**src/rtl/aes_stream_frontend.sv**
```systemverilog
// Byte-stream front end for an AES-128 core: collects key and plaintext bytes,
// starts the core, waits for completion (with timeout) and drains the result bytewise.
module aes_stream_frontend #(
  parameter int unsigned TIMEOUT = 31
) (
  input  logic         clk,
  input  logic         reset_n,
  input  logic         in_valid,
  input  logic [7:0]   in_data,
  output logic         in_ready,
  output logic         load,
  output logic [127:0] key,
  output logic [127:0] plaintext,
  input  logic         done,
  input  logic [127:0] cyphertext,
  output logic         out_valid,
  output logic [7:0]   out_data,
  input  logic         out_ready,
  output logic         busy,
  output logic         timeout_err
);

  localparam int unsigned WW = $clog2(TIMEOUT + 1);

  typedef enum logic [1:0] {RECV, START, WAIT, DRAIN} state_t;

  state_t          state, state_nxt;
  logic [4:0]      byte_cnt;
  logic [3:0]      out_cnt;
  logic [WW-1:0]   wait_cnt;
  logic [127:0]    sreg;
  logic            armed;
  logic            accept, xfer, capture, expire;

  always_ff @(posedge clk or negedge reset_n) begin
    if (!reset_n) state <= RECV;
    else          state <= state_nxt;
  end

  // wait_cnt==0 marks the first WAIT cycle, where a stale done is masked
  always_comb begin
    state_nxt = state;
    in_ready  = 1'b0;
    load      = 1'b0;
    out_valid = 1'b0;
    busy      = 1'b1;
    accept    = 1'b0;
    xfer      = 1'b0;
    capture   = 1'b0;
    expire    = 1'b0;
    case (state)
      RECV: begin
        busy     = 1'b0;
        in_ready = armed;
        accept   = armed && in_valid;
        if (accept && byte_cnt == 5'd31) state_nxt = START;
      end
      START: begin
        load      = 1'b1;
        state_nxt = WAIT;
      end
      WAIT: begin
        if (wait_cnt != '0 && done) begin
          capture   = 1'b1;
          state_nxt = DRAIN;
        end else if (wait_cnt == WW'(TIMEOUT - 1)) begin
          expire    = 1'b1;
          state_nxt = RECV;
        end
      end
      DRAIN: begin
        out_valid = 1'b1;
        xfer      = out_ready;
        if (out_ready && out_cnt == 4'd15) state_nxt = RECV;
      end
      default: state_nxt = RECV;
    endcase
  end

  // armed holds in_ready low until the first clock edge after reset release
  always_ff @(posedge clk or negedge reset_n) begin
    if (!reset_n) begin
      armed       <= 1'b0;
      byte_cnt    <= '0;
      out_cnt     <= '0;
      wait_cnt    <= '0;
      key         <= '0;
      plaintext   <= '0;
      sreg        <= '0;
      timeout_err <= 1'b0;
    end else begin
      armed <= 1'b1;
      if (accept) begin
        byte_cnt <= byte_cnt + 5'd1;
        if (!byte_cnt[4]) key       <= {key[119:0], in_data};
        else              plaintext <= {plaintext[119:0], in_data};
      end
      if (state == START) begin
        timeout_err <= 1'b0;
        wait_cnt    <= '0;
      end
      if (state == WAIT) wait_cnt <= wait_cnt + 1'b1;
      if (expire) timeout_err <= 1'b1;
      if (capture) begin
        sreg <= cyphertext;
      end else if (xfer) begin
        sreg    <= {sreg[119:0], 8'h00};
        out_cnt <= out_cnt + 4'd1;
      end
    end
  end

  assign out_data = sreg[127:120];

endmodule

```
**config.mk**
```make
export PLATFORM = sky130hd
export DESIGN_NAME = aes_stream_frontend
export DESIGN_NICKNAME = d
export VERILOG_FILES = /design/src/rtl/aes_stream_frontend.sv
export SDC_FILE = /design/constraint.sdc
export NUM_CORES = 1
export LEC_CHECK = 0
export BUFFER_PORTS_ARGS = -buffer_cell sky130_fd_sc_hd__buf_2
export CAP_MARGIN = 20
export CORE_MARGIN = 10
export CORE_UTILIZATION = 57
export CTS_CLUSTER_DIAMETER = 100
export DETAILED_ROUTE_END_ITERATION = 10
export GPL_ROUTABILITY_DRIVEN = 1
export PLACE_DENSITY = 0.85
export SYNTH_ARGS = -nofsm -noshare
export SYNTH_HDL_FRONTEND = slang
export SYNTH_SLANG_ARGS = --single-unit
```
**constraint.sdc**
```tcl
create_clock -name clk -period 5.4 [get_ports clk]
set_input_delay 1.62 -clock clk [delete_from_list [all_inputs] [get_ports clk]]
set_output_delay 1.62 -clock clk [all_outputs]
set_load 0.02 [all_outputs]
```
After elaboration in Yosys (flattened, before gate mapping)
Index checks and enable logic that the tools add are counted.
- order comparisons: 0
- equal/unequal tests: 9
- $mul: 0
- divide/modulo/power cells: 0
- bitwise logic cells: 2
- reductions and logical operators: 13
- mux-type cells: 22
- shift operators: 0
- add/subtract/negate cells: 3
- operator list (cell ; number):
    128-bit 2-to-1 mux ; 2
    1-bit 2-to-1 mux ; 13
    5-bit by 1-bit adder with 5-bit output, second input constant ; 2
    5-bit equality test, second input constant ; 2
    5-bit 2-to-1 mux ; 2
    2-bit 2-to-1 mux ; 4
    2-bit one-hot mux with 4 select lines ; 1
    2-bit AND reduction ; 3
    2-bit nonzero test ; 3
    5-bit nonzero test ; 1
    4-bit by 1-bit adder with 4-bit output, second input constant ; 1
    2-bit equality test, second input constant ; 2
    4-bit equality test, second input constant ; 1
    1-bit logical AND ; 4
    2-bit inequality test, second input constant ; 2
    3-bit inequality test, second input constant ; 1
    3-bit AND reduction ; 1
    2-bit by 1-bit equality test with 1-bit output, second input constant ; 1
    2-bit zero test ; 1
    1-bit NOT ; 2
- RAM bits: 0
- bits in read-only memories: 0
- memories: 0
- register bits after elaboration: 402
- output and inout port bits: 269
- bits in latches: 0
- word-level logic and storage cells: 58

Logic depth before layout (Yosys ltp)
Gate-level depths: netlist (run 1).
- word-level depth: 6
- mapped depth: 10
- mapped depth without buffers: 7

Least setup slack after synthesis (run 1)
No wires, ideal clock.
- path kind: input to register
- start point: in in_valid
- end point: reg key[0]
- path slack: 2.469 ns
- path buffers: 3
- stages on the path: 6
- arrival time: 2.806 ns
- setup time: 0.125 ns
- path through: and3_1 clkbuf_1 nand2b_1 clkbuf_1 buf_2 mux2_2
- word-level cells in the longest chain between the ends: 3
- ends and longest elaborated chain (item ; line ; RTL):
    start, declared ; 8 ; input logic in_valid,
    1-bit logical AND ; 55 ; accept = armed && in_valid;
    1-bit 2-to-1 mux ; 51 ; case (state)
    2-bit AND reduction (no line) ; - ;
    end signal, assigned ; 95 ; if (!byte_cnt[4]) key <= {key[119:0], in_data};
    end, declared ; 12 ; output logic [127:0] key,
No other way between the ends.
A chain may end at the register's enable or synchronous reset.

Final worst setup path (run 1)
- start point: reg state[1]
- end point: out in_ready
- word-level cells in the longest chain between the ends: 2
- ends and longest elaborated chain (item ; line ; RTL):
    start, declared ; 27 ; state_t state, state_nxt;
    start signal, assigned ; 37 ; else state <= state_nxt;
    2-bit zero test ; 51 ;
    1-bit 2-to-1 mux ; 51 ;
    end, declared ; 10 ; output logic in_ready,
No other way between the ends.

==> metrics, run 1 <==
Post-synth EDFFs=0; fin crit share=0.616; Sinks on Clock Net=402; Via density=5.35; buffers added on ports=409; R2R Setup Slk=2.68 ns; gp weighted congestion=0.812; worst endpoint data arrival time=1.71 ns; HPWL after detailed placement=29700 µm; Synth Register Bits=402; CTS max path bufs=3; H-tree levels=2; die area=35800 µm²; initial antenna violation count=5; drt wl/cell=20.6 µm; ranking of synthesized cells by area=dfrtp_1, mux2_2, mux2i_1; Total GRT Usage=0.227; CP Max Fanout=4; antenna-violating nets left=0; worst path required time=3.78 ns; Main synth FF type=dfrtp_1; post_cts resized=0; RR Endpoint=plaintext[73]$_DFFE_PN0P_; Register Area=10100 µm²; M3 GR Usage=0.0900; result of the run=completed; Fin. Hold Viols=0; Post-Syn Nets=1354; initial core utilization=0.582; Most Used Layer, Global Route=met2; endpoint class of the critical path=primary output; largest net degree at the start of global routing=116; Die Y=189 µm; core region area=28000 µm²; M2 GR Usage=0.385; grt total ovfl=0; Setup Buffers After CTS=0; share of cells above drive strength 1=0.465; Power, Total=8970 µW; r2r startpoint=state[0]$_DFFE_PN0P_; worst slew pin tran=0.901 ns; Avg Inst Size Synth=13.6 µm²; nets=1740; number of max-cap violations=0; drt pass-1 iters=4; Pins Over Slew Limit=0; fill count=1919; Yosys warning count=0; leakage=0.0113 µW; Max Clock Skew=0.0195 ns; DR iter-0 viols=690; Worst Reg-to-Reg Cells=6; unrepaired setup endpoints after global routing=no; Peak Freq=301 MHz; total number of vias=10700; Mapped Cells=1203; CTS Buf Count=42; startpoint of the worst hold path=out_cnt[3]$_DFFE_PN0P_; worst hold path type=reg -> reg; Root Driver=clkbuf_16; DRC Markers=0; VDD IR max=0.392 mV; cts hold-fix bufs=0; CTS tree=built; Hold Path End=out_cnt[3]$_DFFE_PN0P_; final wirelength=41300 µm; Synth async-reset ratio=1.00; area occupied by multi-input gates=5750 µm²; Slew HR=0.399; vias in the first global route=11600; IO Pins=410; met1 usage=0.248; post-synthesis sequential area ratio=0.617; Layout area overhead=22.6%; Hold Path Depth=1; clk slew on worst S/H paths=0.07 ns; setup violators final=0; first-pass GRT wire length=65000 µm; Worst Setup Start Kind=register; post-synth top area cell=dfrtp_1; crit path kind=reg -> out; Clock Latency Late Sink=0.53 ns; Final min period=3.33 ns; die width=189 µm; setup TNS=0 ns; standard-cell rows=61; ratio of total power to cell area=449 nW/µm²; area share of the largest cell type after synthesis=0.617; Synth cell types=32; Mapped Area=16300 µm²
per-stage QoR:
stage                util  worst slack, ns  area [µm²]  std cells  hold WS [ns]
floorplan               -             2.47       16300       1203         0.439
global placement    0.663             1.80       18600       1923         0.456
detailed placement  0.663             1.75       18600       1923         0.472
CTS                 0.713             2.05       20000       1997         0.486
global route        0.714             2.01       20000       2000         0.492
finish              0.714             2.07       20000       2001         0.483
cell usage in the layout (no fill, tap or decap), drive strengths merged, types with 3 or more instances in the layout:
cell type	count
o21ai	129
clkinvlp	3
mux2	257
and2	4
and3	3
diode	4
nand2	150
nand3	15
clkbuf	63
inv	9
dfrtp	402
ha	10
xnor2	4
nand4	4
clkinv	6
mux2i	120
buf	423
report_power, final:
| part | leakage (µW) | total [µW] | switching [µW] | internal, µW |
|---|---|---|---|---|
| clock | 0.000694 | 2910 | 1150 | 1760 |
| combinational | 0.00527 | 1940 | 1090 | 845 |
| sequential | 0.00538 | 4120 | 466 | 3660 |
registers in the layout, indices dropped and copies added (netlist names):
signal       count
key            128
plaintext      128
sreg           128
byte_cnt         5
wait_cnt         5
out_cnt          4
state            2
armed            1
timeout_err      1
routing by layer:
metal  up-vias  wire [µm]  part of all wire
met5         -          7           0.00017
met4         2       1530             0.037
met3        98       4120              0.10
met2       362      20300              0.49
met1      5285      15300              0.37
li1       4964          -                 -
cell families (layout without fill, tap and decap cells):
kind of cell,after synthesis,count (layout),share of synthesized area
AO/OA/AOI/OAI,136,136,0.0426
other,1,5,0.000230
buffers and inverters,90,506,0.0323
XOR/XNOR,6,6,0.00322
AND/OR/NAND/NOR,181,181,0.0463
multiplexers,377,377,0.251
adder cells (fa/ha/maj),10,10,0.00767
flip-flops,402,402,0.617
area by class of cell:
class,instances,area share
flip-flops and latches,402,0.503
clock inverters,11,0.00563
diodes,4,0.000501
repair buffers,423,0.113
well taps,378,0.0237
inverters,9,0.00169
multi-input cells,711,0.288
clock buffers,63,0.0652
worst max-delay path, stage by stage, from the launching register on:
cell     delay (ns)
dfrtp_1        0.41
inv_1          0.13
ha_1           0.25
and2_1         0.19
buf_2          0.21
synth_stat cells (2+ instances only):
cell type	number
o21ai_0	17
nand2_1	150
xor2_1	2
nand3_1	15
buf_6	15
buf_2	28
xnor2_1	4
dfrtp_1	402
nor3b_1	2
mux2i_1	120
inv_1	9
nand4_1	4
clkbuf_1	29
o21ai_1	112
and3_1	2
ha_1	10
mux2_2	257
buf_4	8
and2_1	4
how the worst max path moves through the flow:
stage	start	end	slack (ns)	cells after the start
4_1_cts	state[1]$_DFFE_PN0P_	in_ready	2.05	4
2_1_floorplan	in_valid	key[0]$_DFFE_PN0P_	2.47	6
5_1_grt	state[1]$_DFFE_PN0P_	in_ready	2.01	4
6_report	state[1]$_DFFE_PN0P_	in_ready	2.07	4
3_3_place_gp	in_valid	plaintext[26]$_DFFE_PN0P_	1.80	5
3_5_place_dp	in_valid	plaintext[47]$_DFFE_PN0P_	1.75	5
No activity file was read; power rests on OpenSTA's default activity.
==> run 2: changes to the inputs <==
Settings changed: CORE_UTILIZATION 57 to 48, PLACE_DENSITY 0.85 to 0.76.
Clock period 5.4 ns to 2.85 ns, I/O delays scaled along.
==> run 2 against run 1 <==
  * Wire length rose by 4.6%
  * Cell count grew 4.5%
  * Sequential cell count is the same
  * Combinational power grew 92%
  * Utilization shrank 11 points
==> metrics, run 2 (same netlist as run 1, synthesis figures left out) <==
result of the run=completed; Post-DP Area=19000 µm²; Final Util=0.607; Die Y=204 µm; initial core utilization=0.486; setup violators final=0; Slew HR=0.583; Pins Over Slew Limit=0; final worst slack=0.296 ns; vias in the first global route=11700; final wirelength=43200 µm; CTS tree=built; first-pass GRT wire length=67400 µm; endpoint class of the critical path=primary output; highest routed layer=met4; worst hold path type=in -> async; worst path required time=2.00 ns; Root Driver=clkbuf_16; Worst Setup Start Kind=register; met2 wire length=21300 µm; Peak Freq=392 MHz; Sinks on Clock Net=402; CP max stage cell=dfrtp_1; crit path kind=reg -> out; Total GRT Usage=0.202; Fin. Hold Viols=0; cts hold-fix bufs=0; grt total ovfl=0; die width=204 µm; Internal Power=11800 µW; Finished Cell Area=20400 µm²; antenna-violating nets left=0; pre-CTS setup slack=0.426 ns; standard-cell rows=67; leakage=0.0115 µW; worst endpoint data arrival time=1.70 ns; fin crit share=0.896; Layout area overhead=24.9%; largest stage delay on the critical path=0.40 ns; fill count=2659; post_cts resized=0; number of max-cap violations=0; Met3 Wirelength=3950 µm; worst slew pin tran=0.626 ns; clk slew on worst S/H paths=0.06 ns; share of cells above drive strength 1=0.474; HPWL after detailed placement=32200 µm; unrepaired setup endpoints after global routing=no; ratio of total power to cell area=833 nW/µm²; leading cell types in the layout, fill and taps excluded=buf_2, dfrtp_1, mux2_2, nand2_1, mux2i_1; switching power=5140 µW; total number of vias=10900; VDD IR max=0.723 mV; sw frac=0.303; buffers added on ports=409; sequential cell fraction of total power=0.460; placed insts=2015; nets=1762; gp weighted congestion=0.820; H-tree levels=2; initial antenna violation count=2; die area=41800 µm²; drt wl/cell=20.6 µm; Clock Latency Late Sink=0.54 ns; core region area=33500 µm²; setup TNS=0 ns; DR iter-0 viols=558; Setup Buffers After CTS=0; Final min period=2.55 ns; Max Clock Skew=0.0259 ns; crit path cell chain=inv_1 > ha_1 > and2_1 > buf_2; Via density=5.20; wl on met1=16700 µm; CTS max path bufs=3; DRC Markers=0; Non-Filler Instances=2091; most common cell after layout, fill and taps aside=buf_2; Clock Power Share=0.320; CP Max Fanout=4; drt pass-1 iters=5; largest net degree at the start of global routing=73; IO Pins=410; top flop regs=key: 128 flops, plaintext: 128 flops, sreg: 128 flops; CTS Buf Count=42; Gate power share=0.220
==> run 2: worst max-delay path: cells and delay by family (launching register included) <==
family / cells / cell delay [ns]
simple gates: 1 / 0.19
fa+ha+maj: 1 / 0.26
buf+inv: 2 / 0.32
flops: 1 / 0.40
==> run 2: cell type report <==
class                   count  area (µm²)  share of cell area
diodes                      2        5.00            0.000246
clock buffers              59        1240              0.0611
clock inverters            15         150             0.00737
inverters                   9        33.8             0.00166
multi-input cells         711        5750               0.282
flip-flops and latches    402       10100               0.494
well taps                 448         561              0.0275
repair buffers            445        2560               0.126
==> run 2: path summary, 6_finish.rpt <==
path                                         startpoint                        end  slack [ns]  depth (start not counted)
worst max-delay path               state[1]$_DFFE_PN0P_                   in_ready        0.30                          4
worst min-delay path                            reset_n        sreg[0]$_DFFE_PN0P_        0.32                          1
worst max register to register     state[0]$_DFFE_PN0P_       sreg[99]$_DFFE_PN0P_        0.60                          6
worst min register to register  byte_cnt[3]$_DFFE_PN0P_    byte_cnt[3]$_DFFE_PN0P_        0.48                          1
max in group asynchronous                       reset_n  plaintext[45]$_DFFE_PN0P_        1.81                          2
min in group clk                byte_cnt[3]$_DFFE_PN0P_    byte_cnt[3]$_DFFE_PN0P_        0.48                          1
==> run 2: metrics by stage <==
| stage | hold slack (ns) | total power (µW) |
|---|---|---|
| floorplan | 0.439 | 10200 |
| global placement | 0.463 | 11500 |
| detailed placement | 0.470 | 11600 |
| CTS | 0.331 | 17100 |
| global route | 0.335 | 17800 |
| finish | 0.316 | 17000 |
==> run 2: power groups by stage <==
stage	Sequential [µW]	Combinational (µW)	Clock (µW)
after floorplan	7980	2230	0
after global placement	7820	3630	0
after detailed placement	7890	3750	0
after CTS	7810	3790	5550
after global routing	7940	4130	5780
final	7800	3730	5430
==> run 2: routing by layer <==
layer / vias to the layer above / track usage
met5: - / 0
met4: 0 / 0.0653
met3: 67 / 0.0753
met2: 346 / 0.338
met1: 5457 / 0.237
li1: 5013 / -
==> run 3: changes to the inputs <==
Settings changed: CORE_UTILIZATION 48 to 40, PLACE_DENSITY 0.76 to 0.65.
==> run 3 against run 2 <==
  * Clock power is 6.4% higher
  * First-iteration DRC count is 0.90% lower
  * Register-to-register slack better by 0.04 ns
  * Utilization is 9.8 points lower
  * Combinational power is 2% lower
  * Largest cell class unchanged
  * Sequential share of layout area is 0.073 points lower
==> metrics, run 3 (same netlist as run 1, synthesis figures left out) <==
Clock Latency Late Sink=0.56 ns; Worst Reg-to-Reg Cells=6; Layout area overhead=25.0%; Peak Freq=384 MHz; r2r startpoint=state[0]$_DFFE_PN0P_; Setup Buffers After CTS=0; fin crit share=0.915; Internal Power=12100 µW; leading cell types in the layout, fill and taps excluded=buf_2, dfrtp_1, mux2_2, nand2_1, mux2i_1; Root Driver=clkbuf_16; Via density=4.91; VDD IR max=0.852 mV; CP Max Fanout=5; Power, Total=17200 µW; Max Clock Skew=0.0233 ns; first-pass GRT wire length=66700 µm; core region area=40000 µm²; crit path cell chain=inv_1 > ha_1 > and2_1 > buf_2; Final Util=0.510; IO Pins=410; CTS max path bufs=3; cts hold-fix bufs=0; final worst slack=0.243 ns; drt pass-1 iters=4; CTS tree=built; fill count=3557; RR Endpoint=plaintext[79]$_DFFE_PN0P_; vias in the first global route=11500; number of max-cap violations=0; setup TNS=0 ns; post_cts resized=0; Hold WS=0.259 ns; R2R Setup Slk=0.64 ns; final wirelength=42300 µm; CTS Buf Count=44; unrepaired setup endpoints after global routing=no; Gate power share=0.213; ratio of total power to cell area=844 nW/µm²; initial antenna violation count=4; Fin. Hold Viols=0; Worst Setup Start Kind=register; share of cells above drive strength 1=0.469; Total GRT Usage=0.167; Slew HR=0.599; die area=49300 µm²; H-tree levels=2; result of the run=completed; antenna-violating nets left=0; endpoint class of the critical path=primary output; most common cell after layout, fill and taps aside=buf_2; critical path's top delay family=flip-flops; area occupied by multi-input gates=5750 µm²; grt total ovfl=0; worst endpoint data arrival time=1.75 ns; standard-cell rows=73; CP max stage cell=dfrtp_1; top flop regs=key: 128 flops, plaintext: 128 flops, sreg: 128 flops; Clock Power Share=0.336; nets=1754; largest stage delay on the critical path=0.43 ns; leakage=0.0115 µW; HPWL after detailed placement=31300 µm; DRC Markers=0; Register Area=10100 µm²; largest net degree at the start of global routing=104; buffers added on ports=409; drt wl/cell=19.6 µm; Die Y=222 µm; worst slew pin tran=0.601 ns; switching power=5150 µW; die width=222 µm; Sinks on Clock Net=402; setup violators final=0; Buf+Inv Stages, Crit Path=2; pre-CTS setup slack=0.457 ns; Antenna Cells=0; gp weighted congestion=0.794; DR iter-0 viols=553; total number of vias=10600; sw frac=0.299; sequential cell fraction of total power=0.451; Pins Over Slew Limit=0; Final min period=2.61 ns; worst hold path type=in -> async; clk slew on worst S/H paths=0.06 ns; initial core utilization=0.408; crit path kind=reg -> out; worst path required time=2.00 ns
==> run 3: final cells by class <==
| class | instances | area share |
|---|---|---|
| clock inverters | 11 | 0.00736 |
| clock buffers | 69 | 0.0660 |
| inverters | 9 | 0.00166 |
| well taps | 525 | 0.0322 |
| repair buffers | 435 | 0.118 |
| multi-input cells | 711 | 0.282 |
| flip-flops and latches | 402 | 0.493 |
==> run 3: metal layers <==
metal  GRT usage  part of all wire
met2       0.280              0.49
met3      0.0604             0.080
met4      0.0468             0.018
met5           0           0.00026
met1       0.199              0.41
==> run 3: metrics by stage <==
| step | cells | area (µm²) |
|---|---|---|
| global route | 2162 | 20400 |
| finish | 2162 | 20400 |
| floorplan | 1203 | 16300 |
| detailed placement | 2082 | 18900 |
| global placement | 2082 | 18900 |
| CTS | 2162 | 20400 |
==> run 3: power groups by stage <==
stage / Sequential (µW) / Clock [µW] / Combinational [µW]
final: 7770 / 5780 / 3670
after global routing: 7920 / 6210 / 4080
after CTS: 7780 / 5950 / 3750
after detailed placement: 7870 / 0 / 3720
after global placement: 7830 / 0 / 3640
after floorplan: 7980 / 0 / 2230
==> run 3: worst max-delay path by stage <==
stage	startpoint	end	slack, ns	cells after the start
final	state[0]$_DFFE_PN0P_	in_ready	0.24	4
after detailed placement	in_valid	plaintext[118]$_DFFE_PN0P_	0.46	5
after global routing	state[1]$_DFFE_PN0P_	in_ready	0.11	4
after global placement	in_valid	plaintext[122]$_DFFE_PN0P_	0.50	5
after floorplan	in_valid	key[0]$_DFFE_PN0P_	0.68	6
after CTS	state[0]$_DFFE_PN0P_	in_ready	0.17	4
